### src/rtl/mux_arb_pkg.sv
// Shared definitions for the N-input mux/arbiter.
// Mode encodings and a reusable rotate-priority pick.
package mux_arb_pkg;

  localparam logic MODE_SEL = 1'b0;
  localparam logic MODE_RR  = 1'b1;

  localparam int RR_MAXN = 16;
  localparam int RR_IDXW = 4;

  // Scan ptr, ptr+1, ..., n-1, 0, ..., ptr-1; return {found, index}.
  function automatic logic [RR_IDXW:0] rr_pick(
    input logic [RR_MAXN-1:0] valid,
    input logic [RR_IDXW-1:0] ptr,
    input logic [RR_IDXW:0]   n
  );
    logic               found;
    logic [RR_IDXW-1:0] idx;
    logic [RR_IDXW:0]   c;
    found = 1'b0;
    idx   = '0;
    c     = '0;
    for (int k = 0; k < RR_MAXN; k++) begin
      if (k < int'(n) && !found) begin
        c = {1'b0, ptr} + 5'(k);
        if (c >= n) c = c - n;
        if (valid[c[RR_IDXW-1:0]]) begin
          found = 1'b1;
          idx   = c[RR_IDXW-1:0];
        end
      end
    end
    return {found, idx};
  endfunction

endpackage

### src/rtl/mux_arb_n_rr.sv
// Round-robin arbiter: rotating pointer plus
// rotate-priority pick over the request vector.
module rr_arbiter_n
  import mux_arb_pkg::*;
#(
  parameter int N    = 4,
  parameter int SELW = $clog2(N)
) (
  input  logic            clk,
  input  logic            rst,
  input  logic [N-1:0]    valid_i,
  input  logic            advance_i,
  output logic [SELW-1:0] grant_o,
  output logic            grant_valid_o
);

  localparam logic [SELW-1:0] LAST = SELW'(N - 1);

  logic [SELW-1:0]    ptr_q;
  logic [SELW-1:0]    ptr_d;
  logic [RR_MAXN-1:0] vpad;
  logic [RR_IDXW-1:0] ppad;
  logic [RR_IDXW:0]   pick;
  logic               unused_pick;

  // Widen request and pointer to the pick function's fixed size.
  always_comb begin
    vpad = '0;
    vpad[N-1:0] = valid_i;
    ppad = '0;
    ppad[SELW-1:0] = ptr_q;
    pick = rr_pick(vpad, ppad, 5'(N));
  end

  assign grant_o       = pick[SELW-1:0];
  assign grant_valid_o = pick[RR_IDXW];
  assign unused_pick   = ^pick[RR_IDXW-1:0];

  // Pointer moves just past the granted channel on each advance.
  always_comb begin
    ptr_d = ptr_q;
    if (advance_i) begin
      ptr_d = (grant_o == LAST) ? '0 : grant_o + 1'b1;
    end
  end

  // Pointer register.
  always_ff @(posedge clk or posedge rst) begin
    if (rst) ptr_q <= '0;
    else     ptr_q <= ptr_d;
  end

endmodule

### src/rtl/mux_arb_n.sv
// N-input W-bit mux with valid/ready on each side,
// select-driven or round-robin, one registered output stage.
module mux_arb_n
  import mux_arb_pkg::*;
#(
  parameter int N    = 4,
  parameter int W    = 8,
  parameter int SELW = $clog2(N)
) (
  input  logic            clk,
  input  logic            rst,
  input  logic            mode,
  input  logic [SELW-1:0] sel,
  input  logic [N-1:0]    in_valid,
  input  logic [N*W-1:0]  in_data,
  output logic [N-1:0]    in_ready,
  output logic            out_valid,
  output logic [W-1:0]    out_data,
  output logic [SELW-1:0] out_ch,
  input  logic            out_ready
);

  logic [SELW-1:0]       rr_grant;
  logic                  rr_gv;
  logic                  rr_adv;
  logic                  sel_ok;
  logic [(1<<SELW)-1:0]  vsel;
  logic [SELW-1:0]       grant;
  logic                  grant_valid;
  logic                  load;
  logic                  xfer;
  logic [W-1:0]          gdata;

  logic                  out_valid_q, out_valid_d;
  logic [W-1:0]          out_data_q, out_data_d;
  logic [SELW-1:0]       out_ch_q, out_ch_d;

  rr_arbiter_n #(
    .N    (N),
    .SELW (SELW)
  ) u_rr (
    .clk           (clk),
    .rst           (rst),
    .valid_i       (in_valid),
    .advance_i     (rr_adv),
    .grant_o       (rr_grant),
    .grant_valid_o (rr_gv)
  );

  if ((1 << SELW) == N) begin : g_pow2
    assign sel_ok = 1'b1;
  end else begin : g_npow2
    localparam logic [SELW-1:0] NLIM = SELW'(N);
    assign sel_ok = (sel < NLIM);
  end

  // Pad requests so any sel value indexes safely.
  always_comb begin
    vsel = '0;
    vsel[N-1:0] = in_valid;
  end

  // Grant source follows the current mode.
  always_comb begin
    grant       = sel;
    grant_valid = 1'b0;
    unique case (1'b1)
      (mode == MODE_RR): begin
        grant       = rr_grant;
        grant_valid = rr_gv;
      end
      default: begin
        grant       = sel;
        grant_valid = sel_ok && vsel[sel];
      end
    endcase
  end

  assign load   = !out_valid_q || out_ready;
  assign xfer   = load && grant_valid && !rst;
  assign rr_adv = xfer && (mode == MODE_RR);

  // One-hot accept and data select for the granted channel.
  always_comb begin
    in_ready = '0;
    gdata    = '0;
    for (int i = 0; i < N; i++) begin
      if (grant == SELW'(i)) begin
        in_ready[i] = xfer;
        gdata       = in_data[i*W +: W];
      end
    end
  end

  // Output stage: load on transfer, empty when drained idle.
  always_comb begin
    out_valid_d = out_valid_q;
    out_data_d  = out_data_q;
    out_ch_d    = out_ch_q;
    if (load) begin
      out_valid_d = xfer;
      if (xfer) begin
        out_data_d = gdata;
        out_ch_d   = grant;
      end
    end
  end

  // Output register.
  always_ff @(posedge clk or posedge rst) begin
    if (rst) begin
      out_valid_q <= 1'b0;
      out_data_q  <= '0;
      out_ch_q    <= '0;
    end else begin
      out_valid_q <= out_valid_d;
      out_data_q  <= out_data_d;
      out_ch_q    <= out_ch_d;
    end
  end

  assign out_valid = out_valid_q;
  assign out_data  = out_data_q;
  assign out_ch    = out_ch_q;

endmodule

### config.mk
export PLATFORM = sky130hd
export DESIGN_NAME = mux_arb_n
export DESIGN_NICKNAME = d
export VERILOG_FILES = /design/src/rtl/mux_arb_pkg.sv /design/src/rtl/mux_arb_n_rr.sv /design/src/rtl/mux_arb_n.sv
export SDC_FILE = /design/constraint.sdc
export NUM_CORES = 1
export LEC_CHECK = 0
export CORE_AREA = 3 3 65 67
export CTS_CLUSTER_DIAMETER = 30
export DETAILED_ROUTE_END_ITERATION = 6
export DIE_AREA = 0 0 68 70
export GPL_TIMING_DRIVEN = 0
export PLACE_DENSITY = 0.8
export REMOVE_ABC_BUFFERS = 1
export SYNTH_ARGS = -nofsm -noshare
export SYNTH_HDL_FRONTEND = slang
export SYNTH_SLANG_ARGS = --single-unit
### constraint.sdc
create_clock -name clk -period 2.8 [get_ports clk]
set_clock_uncertainty 0.15 [all_clocks]
set_input_delay 0.56 -clock clk [delete_from_list [all_inputs] [get_ports clk]]
set_output_delay 0.56 -clock clk [all_outputs]
set_load 0.005 [all_outputs]
==> parameters.txt <==
Parameter                              Value

Outcome
  Outcome ... complete, but fails checks
  Violated checks ... negative setup slack

Pwr
  Leakage power ... 1.120 nW
  Pwr Density ... around 1000 mW/mm²
  Comb power frac ... around 81%
  Switching power of the nets ... approximately 1.2 mW
  Final Power ... 2.751 mW
  Switching fraction of total power ... between 40% and 50%
  Share of power burned in the clock network ... 6.2%
  Proportion of power drawn by flip-flops and latches ... about an eighth
  Max VDD drop ... 0.4209 mV
  Cell internal power dissipation ... about 1.6 mW

Placement
  Estimated wirelength of the detail-placed design ... approximately 3.2 mm
  Final weighted congestion in routability-driven placement ... 0.8547
  Post-placement cell count ... roughly 270
  Number of buffer cells added on primary ports ... between 50 and 60
  Setup Slack @ Placement ... -1.945 ns

Cells and area
  Top library cells by usage in the layout, fill and taps aside ... 45 x sky130_fd_sc_hd__clkdlybuf4s50_1, 21 x sky130_fd_sc_hd__buf_4, 20 x sky130_fd_sc_hd__nor2_1
  Fin nets ... approximately 300
  Number of diodes added for antenna fixing ... 0
  Most frequent standard cell in the layout excluding fill and tap cells ... sky130_fd_sc_hd__clkdlybuf4s50_1
  Layout overhead on the synthesized area ... 80.15%
  Finished Layout Cells ... 307
  Layout cells sized above 1 ... 39.00%

STA
  Measured slew at the worst slew-check pin ... between 0.7 and 0.8 ns
  Period utilisation layout ... 118.3%
  Clock period minus final worst setup slack ... between 3 and 4 ns
  Total setup violations reported at the end of the flow ... 14
  Setup repair after global routing missed its margin ... yes
  Total count of hold-check failures in the final report ... 0
  Max-Slew Margin vs Limit ... 46.74%
  Achievable frequency ... between 300 and 400 MHz
  Final Slew Violations ... 0
  Slack of the critical path ... -0.5126 ns

Routing
  Detailed Routing Iterations Pass 1 ... 5
  Number of nets still failing antenna checks after routing ... 0
  Number of DRC markers in iteration 0 ... between 200 and 250
  Wire length reported by the detailed router ... 6.175 mm
  Vias per Instance ... 6.215
  Wire per inst ... around 20 µm
  Detailed-route via count ... 1,908
  Post-detailed-route DRC marker count ... 0

Flow run
  Number of maximum-capacitance violations ... 0

Floorplan
  Total number of placement rows ... 22
  Io pins ... 57
  Y dimension of the die ... 70 µm
  Floorplan die width ... 68 µm
  Area of the core ... around 0.0037 mm²
  Die Area ... 0.004760 mm²
  Starting density of the core ... between 40 and 50%

Clock network
  Maximum buffer depth of the clock tree ... 2
  TritonCTS Sinks ... 13
  Clock latency on the worst-skew pair ... between 0.2 and 0.3 ns
  Cell at the root of the clock tree ... sky130_fd_sc_hd__clkbuf_8
  Number of levels in the clock H-tree ... 1
  Clock slew seen by the registers of the worst setup and hold paths ... 0.06 ns
  Number of buffers created by CTS ... 3
  Clock tree from TritonCTS ... done

Setup path
  Highest net fanout along the worst path ... 8
  Required time at the endpoint of the critical path ... about 2.1 ns
  Max stage delay on crit path ... 0.46 ns
  Slowest library cell on the worst path ... sky130_fd_sc_hd__dfrtp_2
  Crit-path leading delay family ... buffers and inverters
  Crit Path Category ... reg -> out
  Buffer and inverter count on the worst path ... 5
  Reg2Reg Depth ... 11
  Worst path cell trace ... buf_8, ha_1, nor2b_4, nor3_2, buf_4, a21o_1, o21a_2, inv_4, buf_6, mux2i_4, nand2_2, nor2_2, buf_2
  Number of stages on the worst setup path ... 13
  Category of the worst setup path launch point ... register
  Data arrival time of the worst path ... ~2.6 ns
  Setup slack of the most critical reg-to-reg path ... -0.30 ns
  Worst Setup End Kind ... primary output

Yosys
  Post-synthesis cell area ... approximately 0.0015 mm²
  Flip-flop and latch count after synthesis ... 13
  Unique masters post-synth ... 42
  Post-Synthesis Mean Instance Area ... around 8.5 µm²
  Area contributors post-synth ... sky130_fd_sc_hd__dfrtp_1 22%, sky130_fd_sc_hd__mux2i_1 10%, sky130_fd_sc_hd__o221a_2 6.1%, sky130_fd_sc_hd__nor2_1 5.3%, sky130_fd_sc_hd__a221oi_1 4.7%
  Yosys warning total ... 0
  Gate Count Post-Synth ... roughly 170
  Library cell with the largest summed area after synthesis ... sky130_fd_sc_hd__dfrtp_1
  Sequential element share of the synthesized area ... between 20% and 30%
  Share of the synthesized area in the top cell type ... between 20% and 30%

GRT
  Pin count of the biggest net entering global routing ... 26
  Global-route wire length before repair ... between 9 and 10 mm
  Vias in the first global route ... between 1.5k and 2k
  Gr ovfl total ... 0
  Initial antenna violation count ... 0
  Global-route total usage across every layer ... about a quarter

Hold path
  Number of stages on the worst hold path ... 2
  Kind of path behind the tightest hold check ... reg -> reg
==> Yosys cell counts <==
cell and instances:
sky130_fd_sc_hd__nor2_1 21, sky130_fd_sc_hd__mux2i_1 15, sky130_fd_sc_hd__inv_1 14, sky130_fd_sc_hd__dfrtp_1 13, sky130_fd_sc_hd__nand2_1 13, sky130_fd_sc_hd__a221oi_1 8, sky130_fd_sc_hd__o221a_2 8, sky130_fd_sc_hd__nand4_1 7
sky130_fd_sc_hd__o211ai_1 7, sky130_fd_sc_hd__o22a_1 7, sky130_fd_sc_hd__clkbuf_1 6, sky130_fd_sc_hd__ha_1 5, sky130_fd_sc_hd__buf_2 4, sky130_fd_sc_hd__mux2_2 4, sky130_fd_sc_hd__a21oi_1 3, sky130_fd_sc_hd__and2_1 3
sky130_fd_sc_hd__inv_2 3, sky130_fd_sc_hd__o21ai_0 3, sky130_fd_sc_hd__a21o_1 2, sky130_fd_sc_hd__a22oi_1 2, sky130_fd_sc_hd__a41oi_1 2, sky130_fd_sc_hd__and3_1 2, sky130_fd_sc_hd__nor2b_1 2, sky130_fd_sc_hd__nor3_2 2
sky130_fd_sc_hd__a2111oi_4 1, sky130_fd_sc_hd__a211oi_1 1, sky130_fd_sc_hd__a21boi_0 1, sky130_fd_sc_hd__a22o_1 1, sky130_fd_sc_hd__a2bb2oi_2 1, sky130_fd_sc_hd__a31oi_2 1, sky130_fd_sc_hd__a41o_1 1, sky130_fd_sc_hd__buf_6 1
sky130_fd_sc_hd__mux2_1 1, sky130_fd_sc_hd__mux4_2 1, sky130_fd_sc_hd__nand2b_1 1, sky130_fd_sc_hd__nand3_1 1, sky130_fd_sc_hd__nor3_1 1, sky130_fd_sc_hd__o21a_2 1, sky130_fd_sc_hd__o21ai_1 1, sky130_fd_sc_hd__o221ai_4 1
sky130_fd_sc_hd__o41ai_1 1, sky130_fd_sc_hd__or2_2 1
==> logic make-up after synthesis <==
group / share of synthesized area (%)
buf+inv: 7.939
simple gates: 17.40
mux: 15.46
fa+ha+maj: 4.223
compound gates: 33.02
flops: 21.96
==> power groups by stage <==
stage / registers, mW / clock network (mW) / logic (mW)
floorplan: 0.357 / 0 / 0.777
global placement: 0.363 / 0 / 1.15
detailed placement: 0.365 / 0 / 1.19
CTS: 0.336 / 0.165 / 2.01
global route: 0.351 / 0.177 / 2.37
finish: 0.350 / 0.170 / 2.23
==> routing by layer <==
layer / wire (µm) / vias to the layer above / global-route usage, %
li1: - / 845 / -
met1: 2401 / 897 / 33.79
met2: 2884 / 133 / 38.54
met3: 587 / 33 / 3.698
met4: 302 / 0 / 14.57
met5: 0 / - / 0
==> final cells by class <==
type / instances / area [µm²]
well taps: 48 / 60.06
flip-flops and latches: 13 / 327.8
fillers: 232 / 1020
clock buffers: 4 / 45.04
repair buffers: 91 / 867.1
multi-input cells: 134 / 1297
inverters: 17 / 71.32
==> worst register-to-register path, stage by stage (launching register included) <==
cell and delay (ns):
sky130_fd_sc_hd__dfrtp_2 0.44, sky130_fd_sc_hd__inv_4 0.06, sky130_fd_sc_hd__ha_4 0.32, sky130_fd_sc_hd__mux2i_1 0.22, sky130_fd_sc_hd__nor3_2 0.09, sky130_fd_sc_hd__buf_4 0.14
sky130_fd_sc_hd__nor3_4 0.23, sky130_fd_sc_hd__buf_6 0.16, sky130_fd_sc_hd__buf_4 0.12, sky130_fd_sc_hd__a41oi_2 0.40, sky130_fd_sc_hd__a221oi_2 0.46, sky130_fd_sc_hd__o221a_2 0.25
==> registers in the layout, summed over array words and instances, names as in the netlist <==
| register | cells |
|---|---|
| u_rr.ptr_q | 2 |
| out_ch | 2 |
| out_valid | 1 |
| out_data | 8 |
==> path summary, 6_finish.rpt <==
check | startpoint | end
worst max-delay path | u_rr.ptr_q[0] | in_ready[0]
worst min-delay path | out_ch[0] | out_ch[0]
worst max register to register | u_rr.ptr_q[0] | out_data[2]
worst min register to register | out_ch[0] | out_ch[0]
max in group asynchronous | rst | u_rr.ptr_q[0]
min in group asynchronous | rst | out_ch[1]
==> through the flow <==
stage               hold slack (ns)  util [%]  setup TNS, ns  area [µm²]
floorplan                    0.2870         -         -10.08        1428
global placement             0.3344     55.53         -26.69        2048
detailed placement           0.3413     55.73         -18.87        2056
CTS                          0.3540     70.08         -2.372        2585
global route                 0.3777     72.35         -5.213        2669
finish                       0.3584     72.35         -4.192        2669
==> what timing repair did <==
action | 4_1_cts | 5_1_grt
buffers inserted | 38 | 6
gates cloned | 1 | 0
pin swaps | 18 | 16
gates resized for setup | 84 | 17
hold buffers | 0 | 0
endpoints found under the setup margin | 17 | 16
Power figures use the tool's default switching activity.
